### src/rtl/join_recv_xc_if.sv
// -----------------------------------------------------------------------------
// join_recv_xc_if
// AXI-Stream style bundle carrying merged 64-bit words from the receive lanes
// toward the DMA.
//   tvalid : word valid (master -> slave)
//   tready : slave can accept (slave -> master)
//   tdata  : assembled 64-bit word
//   tuser  : index of the lane the word came from
//   tlast  : last word of a programmed-length transfer
// -----------------------------------------------------------------------------
interface join_recv_xc_if #(
  parameter int CW = 2
);
  logic          tvalid;
  logic          tready;
  logic [63:0]   tdata;
  logic [CW-1:0] tuser;
  logic          tlast;

  modport master (
    output tvalid,
    output tdata,
    output tuser,
    output tlast,
    input  tready
  );

  modport slave (
    input  tvalid,
    input  tdata,
    input  tuser,
    input  tlast,
    output tready
  );
endinterface

### src/rtl/join_recv_xc.sv
// -----------------------------------------------------------------------------
// join_recv_xc
// Receive side of the channelised PAICORE link. Each lane accepts 32-bit
// half-words over an asynchronous four-phase request/acknowledge handshake,
// pairs them into 64-bit words (first half in [63:32]) and queues them in a
// small per-lane FIFO. A round-robin arbiter merges the lanes onto one
// AXI-Stream master with a programmable-length tlast and a done pulse.
//
// Ports
//   s_axis_aclk     : sole clock
//   s_axis_aresetn  : asynchronous active-low reset
//   request         : per-lane request, asynchronous to the clock
//   din             : per-lane data, lane i at [i*32 +: 32]
//   acknowledge     : per-lane acknowledge back to PAICORE
//   m_axis          : merged output stream (tvalid/tready/tdata/tuser/tlast)
//   i_rx_len        : words per transfer, 0 = unbounded
//   o_rx_done       : one-cycle pulse after the tlast beat
// -----------------------------------------------------------------------------
module join_recv_xc #(
  parameter  int Channel    = 4,
  parameter  int FIFO_DEPTH = 2,
  localparam int CW         = (Channel > 1) ? $clog2(Channel) : 1
) (
  input  logic                   s_axis_aclk,
  input  logic                   s_axis_aresetn,
  input  logic [Channel-1:0]     request,
  input  logic [Channel*32-1:0]  din,
  output logic [Channel-1:0]     acknowledge,
  join_recv_xc_if.master         m_axis,
  input  logic [31:0]            i_rx_len,
  output logic                   o_rx_done
);

  localparam int AW = $clog2(FIFO_DEPTH);
  localparam int NW = AW + 1;

  typedef enum logic {
    ST_IDLE = 1'b0,
    ST_ACK  = 1'b1
  } lane_st_e;

  // ---------------------------------------------------------------------------
  // Lane state
  // ---------------------------------------------------------------------------
  logic [Channel-1:0] r_req_s1;
  logic [Channel-1:0] r_req_s2;
  logic [Channel-1:0] r_ack;
  logic [Channel-1:0] r_half;
  lane_st_e           r_st  [Channel];
  logic [31:0]        r_hi  [Channel];
  logic [63:0]        r_mem [Channel][FIFO_DEPTH];
  logic [AW-1:0]      r_wp  [Channel];
  logic [AW-1:0]      r_rp  [Channel];
  logic [NW-1:0]      r_cnt [Channel];

  logic [Channel-1:0] w_slot;
  logic [Channel-1:0] w_cap;
  logic [Channel-1:0] w_push;
  logic [Channel-1:0] w_pop;
  logic [Channel-1:0] w_nonempty;

  // ---------------------------------------------------------------------------
  // Output stage state
  // ---------------------------------------------------------------------------
  logic          r_tvalid;
  logic [63:0]   r_tdata;
  logic [CW-1:0] r_tuser;
  logic          r_tlast;
  logic [CW-1:0] r_rr;
  logic [31:0]   r_beat;
  logic          r_done;

  logic          w_found;
  logic [CW-1:0] w_grant;
  logic [CW-1:0] w_rr_nx;
  logic          w_hs;
  logic          w_load;
  logic [31:0]   w_beat_nx;
  logic          w_tlast_nx;

  // A lane may capture only while the FIFO can still take the word being
  // assembled: the half flag stands for the slot reserved by a first half.
  always_comb begin
    w_slot     = '0;
    w_cap      = '0;
    w_push     = '0;
    w_nonempty = '0;
    for (int i = 0; i < Channel; i++) begin
      w_slot[i]     = (int'(r_cnt[i]) + int'(r_half[i])) < FIFO_DEPTH;
      w_cap[i]      = (r_st[i] == ST_IDLE) && r_req_s2[i] && w_slot[i];
      w_push[i]     = w_cap[i] && r_half[i];
      w_nonempty[i] = (r_cnt[i] != '0);
    end
  end

  // ---------------------------------------------------------------------------
  // Stage: synchroniser, handshake FSM and FIFO bookkeeping per lane
  // ---------------------------------------------------------------------------
  always_ff @(posedge s_axis_aclk or negedge s_axis_aresetn) begin
    if (!s_axis_aresetn) begin
      r_req_s1 <= '0;
      r_req_s2 <= '0;
      r_ack    <= '0;
      r_half   <= '0;
      for (int i = 0; i < Channel; i++) begin
        r_st[i]  <= ST_IDLE;
        r_wp[i]  <= '0;
        r_rp[i]  <= '0;
        r_cnt[i] <= '0;
      end
    end else begin
      r_req_s1 <= request;
      r_req_s2 <= r_req_s1;
      for (int i = 0; i < Channel; i++) begin
        case (r_st[i])
          ST_IDLE: begin
            if (w_cap[i]) begin
              r_st[i]   <= ST_ACK;
              r_ack[i]  <= 1'b1;
              r_half[i] <= ~r_half[i];
            end
          end
          ST_ACK: begin
            if (!r_req_s2[i]) begin
              r_st[i]  <= ST_IDLE;
              r_ack[i] <= 1'b0;
            end
          end
          default: begin
            r_st[i]  <= ST_IDLE;
            r_ack[i] <= 1'b0;
          end
        endcase

        if (w_push[i]) r_wp[i] <= r_wp[i] + 1'b1;
        if (w_pop[i])  r_rp[i] <= r_rp[i] + 1'b1;

        // Simultaneous push and pop leaves the occupancy unchanged.
        case ({w_push[i], w_pop[i]})
          2'b10:   r_cnt[i] <= r_cnt[i] + 1'b1;
          2'b01:   r_cnt[i] <= r_cnt[i] - 1'b1;
          default: r_cnt[i] <= r_cnt[i];
        endcase
      end
    end
  end

  // din is sampled without synchronisation: the bundled-data rule keeps it
  // stable for as long as the synchronised request is seen high.
  always_ff @(posedge s_axis_aclk) begin
    for (int i = 0; i < Channel; i++) begin
      if (w_cap[i] && !r_half[i]) r_hi[i] <= din[i*32 +: 32];
      if (w_push[i]) r_mem[i][r_wp[i]] <= {r_hi[i], din[i*32 +: 32]};
    end
  end

  // ---------------------------------------------------------------------------
  // Stage: round-robin grant and output register
  // ---------------------------------------------------------------------------
  assign w_hs   = r_tvalid && m_axis.tready;
  // Reloading while the current word is being taken avoids a bubble.
  assign w_load = !r_tvalid || m_axis.tready;

  always_comb begin : p_arb
    int idx;
    int nx;
    w_found = 1'b0;
    w_grant = '0;
    idx     = 0;
    for (int k = 0; k < Channel; k++) begin
      idx = int'(r_rr) + k;
      if (idx >= Channel) idx = idx - Channel;
      if (!w_found && w_nonempty[idx]) begin
        w_found = 1'b1;
        w_grant = idx[CW-1:0];
      end
    end
    nx = int'(w_grant) + 1;
    if (nx >= Channel) nx = 0;
    w_rr_nx = nx[CW-1:0];
  end

  always_comb begin
    w_pop = '0;
    for (int i = 0; i < Channel; i++) begin
      w_pop[i] = w_load && w_found && (int'(w_grant) == i);
    end
  end

  // tlast is decided when a word is loaded, using the beat count that will
  // hold once this cycle's handshake (if any) has been counted.
  always_comb begin
    w_beat_nx = r_beat;
    if (w_hs) w_beat_nx = r_tlast ? 32'd0 : r_beat + 32'd1;
    w_tlast_nx = (i_rx_len != 32'd0) && ((w_beat_nx + 32'd1) == i_rx_len);
  end

  always_ff @(posedge s_axis_aclk or negedge s_axis_aresetn) begin
    if (!s_axis_aresetn) begin
      r_tvalid <= 1'b0;
      r_tdata  <= '0;
      r_tuser  <= '0;
      r_tlast  <= 1'b0;
      r_rr     <= '0;
      r_beat   <= '0;
      r_done   <= 1'b0;
    end else begin
      r_done <= w_hs && r_tlast;
      r_beat <= w_beat_nx;
      if (w_load) begin
        r_tvalid <= w_found;
        if (w_found) begin
          r_tdata <= r_mem[w_grant][r_rp[w_grant]];
          r_tuser <= w_grant;
          r_tlast <= w_tlast_nx;
          r_rr    <= w_rr_nx;
        end else begin
          r_tlast <= 1'b0;
        end
      end
    end
  end

  assign acknowledge   = r_ack;
  assign m_axis.tvalid = r_tvalid;
  assign m_axis.tdata  = r_tdata;
  assign m_axis.tuser  = r_tuser;
  assign m_axis.tlast  = r_tlast;
  assign o_rx_done     = r_done;

endmodule
### src/flat_wrapper.sv
// flat-port wrapper written by rule: the top's interface ports become plain ports
module join_recv_xc_flat 
#(
  parameter  int Channel    = 4,
  parameter  int FIFO_DEPTH = 2,
  localparam int CW         = (Channel > 1) ? $clog2(Channel) : 1
)
  (s_axis_aclk, s_axis_aresetn, request, din, acknowledge, i_rx_len, o_rx_done, m_axis_tvalid, m_axis_tdata, m_axis_tuser, m_axis_tlast, m_axis_tready);
  join_recv_xc_if m_axis_i ();
  input  logic s_axis_aclk;
  input  logic s_axis_aresetn;
  input  logic [Channel-1:0] request;
  input  logic [Channel*32-1:0] din;
  output logic [Channel-1:0] acknowledge;
  input  logic [31:0] i_rx_len;
  output logic o_rx_done;
  output wire logic [$bits(m_axis_i.tvalid)-1:0] m_axis_tvalid;
  output wire logic [$bits(m_axis_i.tdata)-1:0] m_axis_tdata;
  output wire logic [$bits(m_axis_i.tuser)-1:0] m_axis_tuser;
  output wire logic [$bits(m_axis_i.tlast)-1:0] m_axis_tlast;
  input wire logic [$bits(m_axis_i.tready)-1:0] m_axis_tready;
  assign m_axis_tvalid = m_axis_i.tvalid;
  assign m_axis_tdata = m_axis_i.tdata;
  assign m_axis_tuser = m_axis_i.tuser;
  assign m_axis_tlast = m_axis_i.tlast;
  assign m_axis_i.tready = m_axis_tready;
  join_recv_xc #(.Channel(Channel), .FIFO_DEPTH(FIFO_DEPTH)) u_core (.s_axis_aclk(s_axis_aclk), .s_axis_aresetn(s_axis_aresetn), .request(request), .din(din), .acknowledge(acknowledge), .m_axis(m_axis_i), .i_rx_len(i_rx_len), .o_rx_done(o_rx_done));
endmodule
### config.mk
export PLATFORM = sky130hd
export DESIGN_NAME = join_recv_xc_flat
export DESIGN_NICKNAME = d
export VERILOG_FILES = /design/src/rtl/join_recv_xc_if.sv /design/src/rtl/join_recv_xc.sv /design/src/flat_wrapper.sv
export SDC_FILE = /design/constraint.sdc
export NUM_CORES = 1
export LEC_CHECK = 0
export CAP_MARGIN = 20
export CORE_ASPECT_RATIO = 0.9
export CORE_MARGIN = 4
export CORE_UTILIZATION = 50
export CTS_CLUSTER_SIZE = 28
export DETAILED_ROUTE_END_ITERATION = 7
export GPL_TIMING_DRIVEN = 1
export PLACE_DENSITY = 0.73
export SLEW_MARGIN = 20
export SYNTH_ARGS = -nofsm -noshare
export SYNTH_HDL_FRONTEND = slang
export SYNTH_SLANG_ARGS = --single-unit
### constraint.sdc
create_clock -name s_axis_aclk -period 4.25 [get_ports s_axis_aclk]
set_clock_uncertainty 0.2 [all_clocks]
set_input_delay 0.85 -clock s_axis_aclk [delete_from_list [all_inputs] [get_ports s_axis_aclk]]
set_output_delay 0.85 -clock s_axis_aclk [all_outputs]
set_load 0.005 [all_outputs]
==> run summary, run 1 <==
OUTCOME
------------------------------------------------------------------------------------------------------
Result of the run                                                                         complete, no violations

LOGIC SYNTHESIS
------------------------------------------------------------------------------------------------------
Most frequently used cell type in the post-synthesis netlist                              sky130_fd_sc_hd__edfxtp_1
Share of synthesized registers carrying an async set or reset                                    0.178
Area share of the largest cell type after synthesis                                              0.615
Biggest area contributors in the synthesized netlist                                      sky130_fd_sc_hd__edfxtp_1 (62%), sky130_fd_sc_hd__dfrtp_1 (11%), sky130_fd_sc_hd__a211oi_1 (4.8%)
Largest area contributor in the netlist                                                   sky130_fd_sc_hd__edfxtp_1
Gate Count Post-Synth                                                                             2111
Netlist area before placement                                                                31200 µm²
Dominant register cell in the synthesized netlist                                         sky130_fd_sc_hd__edfxtp_1
FF+latch count, synth                                                                              779
Post-synthesis net count                                                                          2288
Post-synthesis sequential area ratio                                                             0.727
Netlist cell types                                                                                  68
Top cell types by occurrence after synthesis                                              sky130_fd_sc_hd__edfxtp_1 (640), sky130_fd_sc_hd__a21oi_1 (214), sky130_fd_sc_hd__a211oi_1 (199)
Per-instance average area after synthesis                                                     14.8 µm²
Yosys warns                                                                                          0
Count of flip-flops with a built-in enable after synthesis                                         640

ROUTING
------------------------------------------------------------------------------------------------------
Detailed Route WL                                                                             78200 µm
Via total after detailed routing                                                                 19304
Remaining number of nets flagged by the antenna check after routing                                  0
Number of detailed-route iterations in the first pass                                                5
Drt via density                                                                                   5.75
Drc violations                                                                                       0
Routed wire length per instance                                                                23.3 µm
Starting DRC count in detailed routing                                                            1714

CRITICAL PATH
------------------------------------------------------------------------------------------------------
WP data arrival                                                                                4.35 ns
Kind of end point of the critical path                                                        register
Critical path, cell by cell                                                               clkdlybuf4s50_1, buf_4, and4_1, nand3_1, mux2i_1, nand4_1, or3_1, a2111o_1, a21oi_1, o21ai_0, nor4_1, buf_4, nand4_1, o31ai_1
Highest-delay cell along the critical path                                                sky130_fd_sc_hd__clkdlybuf4s50_1
Maximum net fanout on the critical path                                                              9
Critical setup path kind                                                                     in -> reg
WP data required                                                                               4.57 ns
CP max stage delay                                                                             0.48 ns
Startpoint types                                                                          primary input

POWER AND IR DROP
------------------------------------------------------------------------------------------------------
Lkg Pwr                                                                                        13.1 nW
Power per standard cell area                                                                713 nW/µm²
IR Drop Worst-Case VDD                                                                      0.000822 V

GRT
------------------------------------------------------------------------------------------------------
Vias in the first global route                                                                   19342
Pin count of the biggest net entering global routing                                               137
Aggregate global routing overflow                                                                    0
Antenna violations before repair                                                                    14
Global-route total usage across every layer                                                      0.231
First-pass GRT wire length                                                                   117000 µm

STA
------------------------------------------------------------------------------------------------------
Tcrit/Tclk final                                                                                 0.947
Max-Slew Margin vs Limit                                                                         0.325
Final Setup Violations                                                                               0
Final period demand of the worst path                                                          4.03 ns
Max-slew violations                                                                                  0
Final hold slack                                                                              0.133 ns
Least-Margin Pin Slew                                                                          1.01 ns
Final hold violations                                                                                0
Peak clock frequency supported by timing                                                       248 MHz
Final setup TNS                                                                                   0 ns
Setup repair after global routing missed its margin                                                 no

CLOCKING
------------------------------------------------------------------------------------------------------
Num CTS Buffers                                                                                     78
Clock insertion delay at the later pin of the skew report                                      0.62 ns
Number of setup buffers added after CTS                                                              0
CTS tree                                                                                          done
Buffer levels on the longest clock path                                                              3
Buffer cell driving the clock tree root                                                   sky130_fd_sc_hd__clkbuf_16
Level count of the clock H-tree                                                                      3
Clk sinks                                                                                          779
Number of hold-repair buffers added at the cts stage                                                 0
CTS resizes                                                                                          0
Clock transition at the register clock pins on the worst setup and hold paths after CTS        0.07 ns

DIE
------------------------------------------------------------------------------------------------------
Std-Cell Rows                                                                                       86
Floorplan die area                                                                           66500 µm²
Number of top-level pins                                                                           240
DIE HEIGHT                                                                                      245 µm
Core area                                                                                    61500 µm²
Effective utilization at floorplan                                                               0.507
Width of the die                                                                                271 µm

PLACE
------------------------------------------------------------------------------------------------------
Port-buffer cells                                                                                  239
Final HPWL DP                                                                                 51000 µm
Cell count after placement                                                                        3207
GP Congestion                                                                                    0.891

LAYOUT
------------------------------------------------------------------------------------------------------
Net count reported at finish                                                                      2628
Number of non-filler instances in the completed layout                                            3357
Fraction of layout cells with a size suffix above 1                                              0.114
Area growth from synthesis to final layout                                                       21.7%
Number of filler instances in the final layout                                                    4585
Post-layout util                                                                                 0.617

MIN PATH
------------------------------------------------------------------------------------------------------
HP Class                                                                                   in -> async

FLOW RUN
------------------------------------------------------------------------------------------------------
Number of maximum-capacitance violations                                                             0

-- per-layer routing --
metal,global-route usage,routed length [µm],part of all wire
met1,0.304,32000,0.41
met2,0.386,38300,0.49
met3,0.0547,5570,0.071
met4,0.0717,2230,0.029
met5,0,113,0.0014
-- flip-flops by register name (all words and copies together), names as in the netlist, 8 cells and up, named ones only --
register,cells
u_core.r_mem,512
u_core.r_hi,128
u_core.m_axis.tdata,64
u_core.r_beat,32
u_core.r_cnt,8
-- critical path, delay by kind of cell --
| kind | cells | cell delay, ns |
|---|---|---|
| muxes | 1 | 0.26 |
| AOI/OAI and AO/OA | 4 | 0.88 |
| buffers and inverters | 3 | 0.83 |
| and+or+nand+nor | 6 | 1.53 |
-- placed cells by master, fill, tap and decap left out, drive strengths merged, types with 23 or more instances in the layout --
master / n
nor2b: 138
a21oi: 215
dfrtp: 139
nand3: 25
edfxtp: 640
nor4: 27
xnor2: 48
a211oi: 199
clkbuf: 110
buf: 145
clkinv: 25
nand2: 48
mux2i: 136
o21ai: 24
clkdlybuf4s50: 238
nor2: 110
inv: 23
xor2: 26
-- final cells by class --
type	instances	area (µm²)	share of cell area
Clock inverter	34	238	0.00626
Tap cell	836	1050	0.0275
Timing Repair Buffer	383	3640	0.0957
Multi-Input combinational cell	1190	8140	0.214
Clock buffer	110	2140	0.0565
Antenna cell	6	15.0	0.000395
Inverter	19	73.8	0.00194
Sequential cell	779	22700	0.597
-- stage by stage --
stage | instance area, µm² | setup slack, ns | total power, W
floorplan | 31200 | -0.0479 | 0.0164
CTS | 38000 | 0.137 | 0.0273
global placement | 35600 | -0.438 | 0.0206
finish | 38000 | 0.224 | 0.0271
detailed placement | 35600 | -0.394 | 0.0209
global route | 38000 | 0.0000511 | 0.0285
-- report_power, final --
group / switching [W] / internal (W) / leakage [nW]
Combinational: 0.00646 / 0.00400 / 4.49
Clock: 0.00284 / 0.00356 / 1.15
Sequential: 0.000674 / 0.00956 / 7.44
Total: 0.00998 / 0.0171 / 13.1
-- cell families (layout without fill, tap and decap cells) --
family	Yosys count	count (layout)	synth area share
adders and majority gates	10	10	0.00401
other	0	6	0
muxes	139	139	0.0447
DFF	779	779	0.727
and+or+nand+nor	466	466	0.0837
AOI/OAI and AO/OA	501	501	0.102
buffers and inverters	142	546	0.0178
xor gates and xnor gates	74	74	0.0208
-- worst paths after layout --
kind,startpoint,end,slack (ns),cells after the start
min in group s_axis_aclk,u_core.r_req_s1[3],u_core.r_req_s2[3],0.15,0
worst min-delay path,s_axis_aresetn,u_core.r_beat[6],0.13,1
worst max register to register,u_core.r_beat[0],u_core.m_axis.tlast,0.34,13
max in group asynchronous,s_axis_aresetn,u_core.m_axis.tdata[35],2.77,2
worst max-delay path,m_axis_tready,u_core.m_axis.tlast,0.22,14
worst min register to register,u_core.r_req_s1[3],u_core.r_req_s2[3],0.15,0
Power figures use the tool's default switching activity.
==> run 2: changes to the inputs <==
--- a/config.mk
+++ b/config.mk
@@ -6,14 +6,15 @@
 export NUM_CORES = 1
 export LEC_CHECK = 0
 export CAP_MARGIN = 20
+export CELL_PAD_IN_SITES_DETAIL_PLACEMENT = 0
+export CELL_PAD_IN_SITES_GLOBAL_PLACEMENT = 2
 export CORE_ASPECT_RATIO = 0.9
 export CORE_MARGIN = 4
-export CORE_UTILIZATION = 50
+export CORE_UTILIZATION = 38
 export CTS_CLUSTER_SIZE = 28
 export DETAILED_ROUTE_END_ITERATION = 7
 export GPL_TIMING_DRIVEN = 1
-export PLACE_DENSITY = 0.73
-export SLEW_MARGIN = 20
+export PLACE_DENSITY_LB_ADDON = 0.1
 export SYNTH_ARGS = -nofsm -noshare
 export SYNTH_HDL_FRONTEND = slang
 export SYNTH_SLANG_ARGS = --single-unit
==> run summary, run 2 (same netlist as run 1, synthesis figures left out) <==
ROUTING
------------------------------------------------------------------------------------------------------
Detailed Route WL                                                                             83400 µm   +6.7%
Via total after detailed routing                                                                 18882   -2.2%
Remaining number of nets flagged by the antenna check after routing                                  0   unchanged
Starting DRC count in detailed routing                                                            1264   -26%
Number of detailed-route iterations in the first pass                                                5   unchanged
Routed wire length per instance                                                                23.0 µm   -1.2%
Drc violations                                                                                       0   unchanged
Drt via density                                                                                   5.21   -9.4%

CLOCKING
------------------------------------------------------------------------------------------------------
Clock insertion delay at the later pin of the skew report                                      0.63 ns   about the same
Buffer cell driving the clock tree root                                                   sky130_fd_sc_hd__clkbuf_16
CTS resizes                                                                                          0   unchanged
Clk sinks                                                                                          779   unchanged
Number of hold-repair buffers added at the cts stage                                                 0   unchanged
Number of setup buffers added after CTS                                                              0   unchanged
Clock transition at the register clock pins on the worst setup and hold paths after CTS        0.06 ns   about the same
CTS tree                                                                                          done
Level count of the clock H-tree                                                                      3   unchanged
Buffer levels on the longest clock path                                                              3   unchanged
Num CTS Buffers                                                                                     82   +5.1%

GRT
------------------------------------------------------------------------------------------------------
Global-route total usage across every layer                                                      0.191   -0.0401
Aggregate global routing overflow                                                                    0   unchanged
Vias in the first global route                                                                   18821   -2.7%
Pin count of the biggest net entering global routing                                               137   unchanged
First-pass GRT wire length                                                                   123000 µm   +5.3%
Antenna violations before repair                                                                     9   -5

CRITICAL PATH
------------------------------------------------------------------------------------------------------
WP data required                                                                               4.59 ns   +0.02 ns
Startpoint types                                                                          primary input
Critical R2R Launch                                                                       u_core.r_beat[8]
Kind of end point of the critical path                                                        register
WP data arrival                                                                                4.44 ns   +0.09 ns
Worst setup startpoint                                                                    m_axis_tready
Maximum net fanout on the critical path                                                              3   -6
Critical setup path kind                                                                     in -> reg

STA
------------------------------------------------------------------------------------------------------
Final hold slack                                                                              0.153 ns   +0.0205 ns
Least-Margin Pin Slew                                                                          1.02 ns   +0.00369 ns
Max-Slew Margin vs Limit                                                                         0.323   -0.00246
Max-slew violations                                                                                  0   unchanged
Final hold violations                                                                                0   unchanged
Tcrit/Tclk final                                                                                 0.965   +0.0178
Peak clock frequency supported by timing                                                       244 MHz   -1.8%
Final period demand of the worst path                                                          4.10 ns   +0.0755 ns
Setup repair after global routing missed its margin                                                 no
Final Setup Violations                                                                               0   unchanged

POWER AND IR DROP
------------------------------------------------------------------------------------------------------
Cell internal power dissipation                                                               0.0179 W   +4.7%
Combinational share of power                                                                     0.391   +0.005
PnR Total Power                                                                               0.0281 W   +3.7%
Sw frac                                                                                          0.362   -0.00609
Sw power                                                                                      0.0102 W   +2.0%
IR Drop Worst-Case VDD                                                                      0.000765 V   -6.8%
Sequential share of power                                                                        0.361   -0.017
Power per standard cell area                                                                722 nW/µm²   +1.3%
Lkg Pwr                                                                                        13.4 nW   +2.7%
Clock power frac                                                                                 0.249   +0.013

MIN PATH
------------------------------------------------------------------------------------------------------
HP Class                                                                                   in -> async

OUTCOME
------------------------------------------------------------------------------------------------------
Result of the run                                                                         complete, no violations

DIE
------------------------------------------------------------------------------------------------------
Width of the die                                                                                310 µm   +14%
DIE HEIGHT                                                                                      280 µm   +14%
Std-Cell Rows                                                                                       99   +15%
Effective utilization at floorplan                                                               0.384   -0.123
Floorplan die area                                                                           86800 µm²   +31%
Number of top-level pins                                                                           240   unchanged
Core area                                                                                    81300 µm²   +32%

PLACE
------------------------------------------------------------------------------------------------------
Placed cell area                                                                             36300 µm²   +1.9%
Cell count after placement                                                                        3467   +8.1%
Final HPWL DP                                                                                 55600 µm   +8.9%
GP Congestion                                                                                    0.823   -7.6%
Port-buffer cells                                                                                  239   unchanged

LAYOUT
------------------------------------------------------------------------------------------------------
Number of flip-flops in the largest register                                                       512   unchanged
Cell area after layout                                                                       38900 µm²   +2.4%
Most common library cell in the layout ignoring fill and taps                             sky130_fd_sc_hd__edfxtp_1
Area growth from synthesis to final layout                                                       24.6%
Highest-count cells in the layout ignoring fill and taps                                  sky130_fd_sc_hd__edfxtp_1 (640), sky130_fd_sc_hd__clkdlybuf4s50_1 (238), sky130_fd_sc_hd__a21oi_1 (213), sky130_fd_sc_hd__a211oi_1 (199), sky130_fd_sc_hd__buf_4 (156)
Number of filler instances in the final layout                                                    7044   +54%
Fraction of layout cells with a size suffix above 1                                              0.128   +0.0141
Net count reported at finish                                                                      2668   +1.5%
Number of non-filler instances in the completed layout                                            3623   +7.9%

FLOW RUN
------------------------------------------------------------------------------------------------------
Number of maximum-capacitance violations                                                             0   unchanged

run 2: cell count changes in the layout (fill, tap and decap cells not counted), moves of 3 or more:
cell	previous run	this run
sky130_fd_sc_hd__buf_4	131	156
sky130_fd_sc_hd__buf_12	13	24
sky130_fd_sc_hd__bufinv_16	0	7
sky130_fd_sc_hd__clkbuf_16	80	83
sky130_fd_sc_hd__clkinvlp_4	5	2
run 2: layer usage:
| layer | GRT usage | part of all wire | vias to the layer above | wire length [µm] |
|---|---|---|---|---|
| met2 | 0.316 | 0.48 | 394 | 40400 |
| met5 | 0 | 0.00058 | - | 48 |
| met4 | 0.0436 | 0.017 | 6 | 1430 |
| met3 | 0.0432 | 0.055 | 108 | 4580 |
| li1 | - | - | 8899 | - |
| met1 | 0.259 | 0.44 | 9475 | 37000 |
run 2: worst paths after layout:
path,end,slack [ns],cells after the start
max,u_core.m_axis.tlast,0.15,14
min,u_core.m_axis.tdata[59],0.15,1
max reg2reg,u_core.m_axis.tlast,0.28,12
max in group asynchronous,u_core.m_axis.tdata[14],2.86,2
min reg2reg,u_core.r_req_s2[1],0.15,0
min in group s_axis_aclk,u_core.r_req_s2[1],0.15,0
run 2: layout make-up:
class	count	area, µm²	area share
inverter	19	73.8	0.00190
tap	1060	1330	0.0341
clock buffer	112	2230	0.0572
antenna	5	12.5	0.000322
multi-input combinational	1190	8130	0.209
clock inverter	39	399	0.0103
timing repair buffer	419	4050	0.104
sequential	779	22700	0.583
run 2: metrics by stage:
step | TNS, ns | util | setup slack [ns]
floorplan | -23.30 | - | -0.0479
global placement | -0.578 | 0.446 | -0.578
detailed placement | -0.566 | 0.446 | -0.566
CTS | 0 | 0.479 | 0.0981
global route | 0 | 0.479 | 0.00949
finish | 0 | 0.479 | 0.148
run 2: worst max-delay path, cell delays in order:
cell                              delay (ns)
sky130_fd_sc_hd__clkdlybuf4s50_1        0.51
sky130_fd_sc_hd__nand4_1                0.20
sky130_fd_sc_hd__or4_4                  0.57
sky130_fd_sc_hd__or4_1                  0.47
sky130_fd_sc_hd__a21o_1                 0.21
sky130_fd_sc_hd__inv_2                  0.08
sky130_fd_sc_hd__nand2_4                0.05
sky130_fd_sc_hd__nor4_1                 0.32
sky130_fd_sc_hd__xnor2_1                0.19
sky130_fd_sc_hd__o21ai_0                0.16
sky130_fd_sc_hd__nor4_2                 0.38
sky130_fd_sc_hd__buf_4                  0.17
sky130_fd_sc_hd__nand4_1                0.09
sky130_fd_sc_hd__o31ai_1                0.19
run 2: power by group through the flow:
stage,sequential (W),combinational (W),clock [W]
6_report,0.0101,0.0110,0.00699
5_1_grt,0.0102,0.0121,0.00753
4_1_cts,0.0101,0.0114,0.00720
3_5_place_dp,0.0103,0.0113,0
3_3_place_gp,0.0102,0.0112,0
2_1_floorplan,0.0102,0.00622,0
==> run 3: changes to the inputs <==
--- a/config.mk
+++ b/config.mk
@@ -10,7 +10,7 @@
 export CELL_PAD_IN_SITES_GLOBAL_PLACEMENT = 2
 export CORE_ASPECT_RATIO = 0.9
 export CORE_MARGIN = 4
-export CORE_UTILIZATION = 38
+export CORE_UTILIZATION = 45
 export CTS_CLUSTER_SIZE = 28
 export DETAILED_ROUTE_END_ITERATION = 7
 export GPL_TIMING_DRIVEN = 1
==> constraint.sdc (replaced) <==
create_clock -name s_axis_aclk -period 5.2 [get_ports s_axis_aclk]
set_clock_uncertainty 0.2 [all_clocks]
set_input_delay 1.04 -clock s_axis_aclk [delete_from_list [all_inputs] [get_ports s_axis_aclk]]
set_output_delay 1.04 -clock s_axis_aclk [all_outputs]
set_load 0.005 [all_outputs]
==> run summary, run 3 (same netlist as run 1, synthesis figures left out) <==
STA
------------------------------------------------------------------------------------------------------
Least-Margin Pin Slew                                                                         0.988 ns   -0.0280 ns
Max-slew violations                                                                                  0   unchanged
Setup repair after global routing missed its margin                                                 no
Final setup TNS                                                                                   0 ns   unchanged
Final Setup Violations                                                                               0   unchanged
Peak clock frequency supported by timing                                                       221 MHz
Final period demand of the worst path                                                          4.52 ns
Final critical-path setup slack                                                               0.685 ns   +0.537 ns
Final hold violations                                                                                0   unchanged
Max-Slew Margin vs Limit                                                                         0.341   +0.0187
Tcrit/Tclk final                                                                                 0.868

POWER AND IR DROP
------------------------------------------------------------------------------------------------------
Sequential share of power                                                                        0.374   +0.013
Power per standard cell area                                                                590 nW/µm²   -18%
Sw frac                                                                                          0.369   +0.00733
Clock power frac                                                                                 0.243   -0.006
Combinational share of power                                                                     0.382   -0.009
Lkg Pwr                                                                                        12.8 nW   -4.7%
IR Drop Worst-Case VDD                                                                      0.000465 V   -39%
Cell internal power dissipation                                                               0.0140 W   -22%
Sw power                                                                                     0.00821 W   -19%

ROUTING
------------------------------------------------------------------------------------------------------
Starting DRC count in detailed routing                                                            1277   +1.0%
Routed wire length per instance                                                                23.8 µm   +3.2%
Via total after detailed routing                                                                 18542   -1.8%
Number of detailed-route iterations in the first pass                                                6   +1
Drc violations                                                                                       0   unchanged
Drt via density                                                                                   5.47   +5.0%
Detailed Route WL                                                                             80500 µm   -3.5%
Remaining number of nets flagged by the antenna check after routing                                  0   unchanged

CRITICAL PATH
------------------------------------------------------------------------------------------------------
Register-to-Register Path Depth                                                                     12   unchanged
WP data arrival                                                                                4.83 ns   +0.39 ns
Maximum net fanout on the critical path                                                              6   +3
Buffer and inverter count on the worst path                                                          3   unchanged
Highest-delay cell along the critical path                                                sky130_fd_sc_hd__clkdlybuf4s50_1
CP max stage delay                                                                             0.61 ns   +0.04 ns
Critical R2R Launch                                                                       u_core.r_beat[8]
Crit-path leading delay family                                                            simple AND/OR/NAND/NOR gates
WP data required                                                                               5.52 ns   +0.93 ns
Setup slack of the worst register-to-register path                                             0.88 ns   +0.60 ns
Worst setup startpoint                                                                    m_axis_tready
End of the worst register-to-register path                                                u_core.m_axis.tlast
Startpoint types                                                                          primary input
Critical setup path kind                                                                     in -> reg
Critical path, cell by cell                                                               clkdlybuf4s50_1, buf_4, nand3_1, o21ai_0, ha_1, and3_1, and3_1, nand4_1, nor4_1, xnor2_1, o21ai_0, nor4_1, buf_4, nand4_1, o31ai_1
Kind of end point of the critical path                                                        register

GRT
------------------------------------------------------------------------------------------------------
Antenna violations before repair                                                                    10   +1
Pin count of the biggest net entering global routing                                               106   -23%
Global-route total usage across every layer                                                      0.214   +0.0232
Aggregate global routing overflow                                                                    0   unchanged
First-pass GRT wire length                                                                   119000 µm   -3.4%
Vias in the first global route                                                                   18543   -1.5%

DIE
------------------------------------------------------------------------------------------------------
Core area                                                                                    68700 µm²   -16%
Effective utilization at floorplan                                                               0.455   +0.0705
Floorplan die area                                                                           73700 µm²   -15%
Std-Cell Rows                                                                                       91   -8.1%
Width of the die                                                                                286 µm   -7.9%
Number of top-level pins                                                                           240   unchanged
DIE HEIGHT                                                                                      258 µm   -7.9%

PLACE
------------------------------------------------------------------------------------------------------
GP Congestion                                                                                    0.809   -1.8%
Port-buffer cells                                                                                  239   unchanged
Pre-CTS setup slack                                                                           0.118 ns   +0.684 ns
Final HPWL DP                                                                                 52700 µm   -5.2%

MIN PATH
------------------------------------------------------------------------------------------------------
HP Class                                                                                    reg -> reg
Worst hold start                                                                          u_core.r_req_s1[1]
Worst hold endpoint                                                                       u_core.r_req_s2[1]
Number of instances on the worst hold path                                                           0

CLOCKING
------------------------------------------------------------------------------------------------------
Clk sinks                                                                                          779   unchanged
Buffer cell driving the clock tree root                                                   sky130_fd_sc_hd__clkbuf_16
Clock transition at the register clock pins on the worst setup and hold paths after CTS        0.06 ns   about the same
Number of setup buffers added after CTS                                                              0   unchanged
Clock insertion delay at the later pin of the skew report                                      0.63 ns   about the same
Number of hold-repair buffers added at the cts stage                                                 0   unchanged
Buffer levels on the longest clock path                                                              3   unchanged
Level count of the clock H-tree                                                                      3   unchanged
CTS tree                                                                                          done
Num CTS Buffers                                                                                     80   -2.4%
CTS resizes                                                                                          0   unchanged

LAYOUT
------------------------------------------------------------------------------------------------------
Number of flip-flops in the largest register                                                       512   unchanged
Fraction of layout cells with a size suffix above 1                                             0.0877   -0.0401
Net count reported at finish                                                                      2563   -3.9%
Area growth from synthesis to final layout                                                       20.7%
Highest-count cells in the layout ignoring fill and taps                                  sky130_fd_sc_hd__edfxtp_1 (640), sky130_fd_sc_hd__clkdlybuf4s50_1 (238), sky130_fd_sc_hd__a21oi_1 (213), sky130_fd_sc_hd__a211oi_1 (199), sky130_fd_sc_hd__dfrtp_1 (139)
Most common library cell in the layout ignoring fill and taps                             sky130_fd_sc_hd__edfxtp_1

OUTCOME
------------------------------------------------------------------------------------------------------
Result of the run                                                                         complete, no violations

FLOW RUN
------------------------------------------------------------------------------------------------------
Number of maximum-capacitance violations                                                             0   unchanged

## run 3: cell types whose count changed in the layout (fill, tap and decap cells not counted), moves of 2 or more
| cell | previous run | this run |
|---|---|---|
| sky130_fd_sc_hd__buf_12 | 24 | 13 |
| sky130_fd_sc_hd__clkbuf_1 | 25 | 22 |
| sky130_fd_sc_hd__inv_6 | 4 | 0 |
| sky130_fd_sc_hd__buf_4 | 156 | 64 |
| sky130_fd_sc_hd__clkbuf_16 | 83 | 81 |
| sky130_fd_sc_hd__bufinv_16 | 7 | 1 |
| sky130_fd_sc_hd__clkinv_1 | 14 | 20 |
| sky130_fd_sc_hd__clkinv_16 | 0 | 2 |
| sky130_fd_sc_hd__diode_2 | 5 | 7 |
## run 3: worst max-delay path by stage
stage | cells after the start | to | slack, ns
final | 15 | u_core.m_axis.tlast | 0.68
after global routing | 15 | u_core.m_axis.tlast | 0.44
after CTS | 15 | u_core.m_axis.tlast | 0.73
after detailed placement | 14 | u_core.m_axis.tlast | 0.12
after global placement | 14 | u_core.m_axis.tlast | 0.1
after floorplan | 3 | u_core.r_mem[1][0] | 0.90
## run 3: through the flow
stage / cell area (µm²) / util / total power [W] / cells / hold slack (ns)
finish: 37700 / 0.549 / 0.0222 / 3388 / 0.158
global route: 37700 / 0.549 / 0.0235 / 3385 / 0.163
CTS: 37700 / 0.549 / 0.0226 / 3381 / 0.160
detailed placement: 35200 / 0.513 / 0.0172 / 3234 / 0.138
global placement: 35200 / 0.513 / 0.0170 / 3234 / 0.139
floorplan: 31200 / - / 0.0134 / 2111 / 0.131
## run 3: layout make-up
type	count	area, µm²
diodes	7	17.5
clock buffers	108	2180
clock inverters	39	300
fillers	5642	31000
inverters	19	73.8
multi-input cells	1190	8120
flip-flops and latches	779	22700
well taps	930	1160
repair buffers	316	3130
## run 3: per-layer routing
metal  up-vias  part of all wire  global-route usage
li1       8693                 -                   -
met1      9312              0.44               0.295
met2       437              0.48               0.350
met3        94             0.052              0.0427
met4         6             0.021              0.0588
met5         -           0.00051                   0
## run 3: power by group through the flow
stage                     sequential [W]  clock (W)  combinational, W
after floorplan                  0.00832          0           0.00508
after global placement           0.00840          0           0.00862
after detailed placement         0.00844          0           0.00871
after CTS                        0.00832    0.00553           0.00875
after global routing             0.00842    0.00580           0.00929
final                            0.00832    0.00541           0.00850
